==> src/rtl/vga_timing_gen.sv <==
`default_nettype none
// ============================================================================
// Module      : vga_timing_gen
// Description : VGA raster timing generator. Free-running horizontal and
//               vertical counters with registered hsync/vsync/bright decoded
//               from next-state counts, so the decodes line up with the
//               counters they describe. frame_start pulses for one clk after
//               the (H_TOTAL-1, V_TOTAL-1) -> (0,0) wrap.
//               Macro VGA_PIX_DIV_EN: when defined, pix_en is an internal
//               divide-by-two toggle; when undefined, pix_en is tied high.
// Revision    : 1.0 - initial release
// ============================================================================
module vga_timing_gen #(
  parameter int H_TOTAL      = 800,
  parameter int H_SYNC       = 96,
  parameter int H_DISP_START = 158,
  parameter int H_DISP_END   = 745,
  parameter int V_TOTAL      = 525,
  parameter int V_DISP       = 480,
  parameter int V_SYNC_START = 490,
  parameter int V_SYNC_END   = 492
) (
  input  logic       clk,
  input  logic       rst_n,
  output logic [9:0] hcount,
  output logic [9:0] vcount,
  output logic       hsync,
  output logic       vsync,
  output logic       bright,
  output logic       pix_en,
  output logic       frame_start
);

  // 10-bit copies of the timing parameters so every compare is unsigned 10-bit
  localparam logic [9:0] c_h_max        = 10'(H_TOTAL - 1);
  localparam logic [9:0] c_v_max        = 10'(V_TOTAL - 1);
  localparam logic [9:0] c_h_sync       = 10'(H_SYNC);
  localparam logic [9:0] c_h_disp_start = 10'(H_DISP_START);
  localparam logic [9:0] c_h_disp_end   = 10'(H_DISP_END);
  localparam logic [9:0] c_v_disp       = 10'(V_DISP);
  localparam logic [9:0] c_v_sync_start = 10'(V_SYNC_START);
  localparam logic [9:0] c_v_sync_end   = 10'(V_SYNC_END);

  logic [9:0] w_h_next;
  logic [9:0] w_v_next;
  logic       w_h_wrap;
  logic       w_frame_wrap;
  logic       w_hsync_next;
  logic       w_vsync_next;
  logic       w_bright_next;

`ifdef VGA_PIX_DIV_EN
  logic r_pix_en;

  // Divide-by-two pixel tick: low in reset, high on the first edge after release
  always_ff @(posedge clk or negedge rst_n) begin
    if (!rst_n) begin
      r_pix_en <= 1'b0;
    end else begin
      r_pix_en <= ~r_pix_en;
    end
  end

  assign pix_en = r_pix_en;
`else
  assign pix_en = 1'b1;
`endif

  // Wrap conditions only matter on pixel-tick edges
  assign w_h_wrap     = pix_en && (hcount == c_h_max);
  assign w_frame_wrap = w_h_wrap && (vcount == c_v_max);

  // Next-state counters; hold when no pixel tick
  always_comb begin
    w_h_next = hcount;
    w_v_next = vcount;
    if (pix_en) begin
      if (w_h_wrap) begin
        w_h_next = 10'd0;
        w_v_next = (vcount == c_v_max) ? 10'd0 : vcount + 10'd1;
      end else begin
        w_h_next = hcount + 10'd1;
      end
    end
  end

  // Decode the counts that will be presented next cycle (zero relative latency)
  assign w_hsync_next  = (w_h_next >= c_h_sync);
  assign w_vsync_next  = !((w_v_next >= c_v_sync_start) && (w_v_next < c_v_sync_end));
  assign w_bright_next = (w_h_next >= c_h_disp_start) && (w_h_next < c_h_disp_end) &&
                         (w_v_next < c_v_disp);

  // Counter, sync/bright and frame-start registers; reset values match decode of (0,0)
  always_ff @(posedge clk or negedge rst_n) begin
    if (!rst_n) begin
      hcount      <= 10'd0;
      vcount      <= 10'd0;
      hsync       <= 1'b0;
      vsync       <= 1'b1;
      bright      <= 1'b0;
      frame_start <= 1'b0;
    end else begin
      hcount      <= w_h_next;
      vcount      <= w_v_next;
      hsync       <= w_hsync_next;
      vsync       <= w_vsync_next;
      bright      <= w_bright_next;
      frame_start <= w_frame_wrap;
    end
  end

endmodule
`default_nettype wire

==> config.mk <==
export PLATFORM = sky130hd
export DESIGN_NAME = vga_timing_gen
export DESIGN_NICKNAME = d
export VERILOG_FILES = /design/src/rtl/vga_timing_gen.sv
export SDC_FILE = /design/constraint.sdc
export NUM_CORES = 1
export LEC_CHECK = 0
export CAP_MARGIN = 20
export CORE_ASPECT_RATIO = 0.9
export CORE_MARGIN = 4
export CORE_UTILIZATION = 40
export DETAILED_ROUTE_END_ITERATION = 8
export PLACE_DENSITY = 0.62
export SYNTH_ARGS = -nofsm -noshare
export SYNTH_HDL_FRONTEND = slang
export SYNTH_SLANG_ARGS = --single-unit
==> constraint.sdc <==
create_clock -name clk -period 6.5 [get_ports clk]
set_clock_uncertainty 0.2 [all_clocks]
set_input_delay 1.95 -clock clk [delete_from_list [all_inputs] [get_ports clk]]
set_output_delay 1.95 -clock clk [all_outputs]
set_load 0.005 [all_outputs]
==> results list <==
* Power density over the cells: 157 nW/µm²
- The number of global-route vias before repair was 1140.
- Number of routed nets with antenna violations: 0
- Port Buf Inserts: 25
* Clock Root Buffer: clkbuf_8
- Clock tree from TritonCTS: done
* Sequential fraction of the synthesis area: 0.407
- Number of warnings reported in the yosys synthesis log: 0
- Via count: 1203
- Nature of the critical path endpoint: primary output
- The die covers 4740 µm².
- Clock-pin slew was measured on the worst setup and hold paths at 0.08 ns.
- Share of Yosys cell area claimed by the top area cell type: 0.389
* Number of top-level pins: 27
- Initial antenna violation count: 0
- Number of H-tree levels: 1
- Worst r2r src: hcount[5]
- Proportion of register bits with asynchronous set or reset after synthesis: 1.00
- After layout, the design draws a total of 0.000281 W.
- The max-slew violation total from the final report came to 0.
- For this design, the CTS-stage hold fixing added 0 buffers.
- CP top delay family: buffers and inverters
- Counting every net in the synthesized netlist gives 165.
* Detail-routed via count per cell: 5.49
* Average instance area after synthesis: 9.31 µm²
* Average wire length per cell after detail routing: 14.7 µm
- Initial core utilization: 0.426
* Synth-to-Final Area Change: 20.7%
- Setup violations remaining at the end of the flow were counted as 0.
- The first global-routing pass estimated 5.46 mm of wire.
- Static timing analysis puts the maximum clock frequency at 0.278 GHz.
- In the finished design, the share of the clock period the worst path needs comes to 0.553.
* Post-CTS repair timing setup buffer count: 0
- CP cell instances: clkdlybuf4s50_1
- Crit-path slowest cell: clkdlybuf4s50_1
- RSZ-0062 raised after global routing: false
- Min Clock Period, post-route: 3.59 ns
- For the worst setup path, the data arrival time is 1.44 ns.
- Vertical extent of the die: 65.7 µm
- Post-CTS resize count: 0
* Outcome: finished, final reports clean
* Worst-Skew Late Latency: 0.26 ns
- Number of clock buffers inserted by TritonCTS: 3
* Pin slew with the least headroom to its limit: 0.783 ns
* Detailed-route DRC error count: 0
- Counting both buffers and inverters, the worst setup path holds a total of 1.
- Total Routed Length: 3.21 mm
* Aggregate global-route resource usage: 0.143
* Count of nets after finishing: 182
- Count of mapped cells out of synthesis: 159
- First-pass DRT Iterations: 6
* Number of unique standard cell types used by synthesis: 45
- Adding up every negative setup slack in the final design gives 0 ns.
* Prevailing post-synth register cell: dfrtp_1
- Count of antenna diodes in the layout: 0
* Fraction of final layout cells sized beyond drive strength 1: 0.0686
- Along the worst path, the maximum fanout reaches 12.
* Largest net degree at the start of global routing: 25
- For this run, the slowest stage of the critical path takes 0.61 ns.
- The mapped netlist covers 1480 µm².
* Hold path startpoint: hcount[0]
- Headroom to the max-slew limit came out at 0.478.
* Number of hold violations in the final report: 0
- Measured along the x axis, the die boundary spans 72.1 µm.
- STA classifies the critical path startpoint as a register.
- Iteration-0 DRC count of the detailed router: 77
- Detailed placement HPWL: 2.30 mm
* Congestion Overflow GR: 0
- At the worst endpoint, the required time is 4.35 ns.
- Clock tree synthesis found a total of 24 sinks.
- Origin of the worst setup path: hcount[8]
* Biggest area consumer among synthesized cells: dfrtp_1
- Number of storage elements in the synthesis netlist: 24
* Placer's final routability congestion estimate: 0.846
* Cell types occupying the most area after synthesis: dfrtp_1 (39%), xor2_1 (4.1%), nand2_1 (3.8%), nor2_1 (3.6%), xnor2_1 (3.6%)
- In this run, synthesis inferred 0 flip-flops with an integrated enable.
- The critical path in this run is classified as reg -> out.
* Leakage power: 0.721 nW
* VDD IR-drop max: 191 µV
* Max Cap Viol: 0
* Core Region: 3480 µm²
* Number of standard-cell rows in the floorplan: 20
- Worst hold path class: reg -> reg
- In this run the deepest clock path goes through 2 buffers.
==> synthesized netlist by cell type, types with 2 or more instances <==
master,count
xor2_1,7
nand4b_1,2
a31oi_1,4
nor3b_1,2
o21ai_0,9
inv_1,3
nand2_2,2
clkbuf_1,4
nand2_1,15
a21oi_1,3
buf_6,2
nand2b_1,2
and3_1,2
dfrtp_1,23
o31ai_1,2
and4_1,2
xnor2_1,6
nor3_1,5
a211oi_1,3
nand3_1,9
o32ai_1,2
buf_4,3
nand4_1,5
nor2_1,14
buf_2,5
ha_1,4
==> flip-flops by register name, indices dropped and copies added, names as in the netlist <==
signal,cells
vcount,10
hcount,10
vsync,1
frame_start,1
hsync,1
bright,1
==> where the power goes <==
part	switching, W	internal, W
combinational	0.00000305	0.00000135
sequential	0	0.000149
clock	0.0000448	0.0000822
==> layout make-up <==
cell class                 count  area (µm²)
clock inverter                 1        30.0
inverter                       3        11.3
sequential                    24         602
clock buffer                   3        41.3
fill                         344        1690
timing repair buffer          26         265
tap                           44        55.1
multi-input combinational    118         782
==> cells by family after synthesis <==
group	share of synthesized area
compound gates	0.128
xor+xnor	0.0879
fa+ha+maj	0.0338
buf+inv	0.0651
flops	0.407
mux	0.0144
other cells	0.00253
simple gates	0.262
==> per-stage QoR <==
step | hold WS (ns) | utilization | area (µm²) | instances | worst slack (ns)
after floorplan | 0.317 | - | 1480 | 159 | 3.85
after CTS | 0.385 | 0.509 | 1770 | 218 | 2.90
after global placement | 0.340 | 0.489 | 1700 | 214 | 3.05
after global routing | 0.413 | 0.514 | 1790 | 219 | 2.82
final | 0.372 | 0.514 | 1790 | 219 | 2.91
after detailed placement | 0.368 | 0.489 | 1700 | 214 | 3.05
==> metal layers <==
| layer | GRT usage | share of wire | wire (µm) |
|---|---|---|---|
| met1 | 0.200 | 0.49 | 1560 |
| met2 | 0.220 | 0.45 | 1440 |
| met3 | 0.0382 | 0.055 | 176 |
| met4 | 0.0282 | 0.0097 | 31 |
| met5 | 0 | 0 | 0 |
==> worst paths after layout <==
path | to | slack (ns) | cells past startpoint
setup / recovery | hcount[8] | 2.91 | 1
hold / removal | hcount[0] | 0.37 | 1
setup reg to reg | vsync | 3.55 | 6
hold reg to reg | hcount[0] | 0.37 | 1
max in group asynchronous | vsync | 3.80 | 2
min in group asynchronous | vcount[6] | 1.79 | 1
==> cells in the final DEF, fill, tap and decap left out, types with 3 or more instances in the layout <==
master,instances
clkdlybuf4s50_1,25
inv_1,3
a21oi_1,3
nand4_1,5
dfrtp_1,23
a211oi_1,3
o21ai_0,9
clkbuf_8,3
nand2_1,15
nand3_1,9
ha_1,4
xnor2_1,6
a31oi_1,4
nor3_1,5
xor2_1,7
nor2_1,14
(Power assumes the default switching activity.)
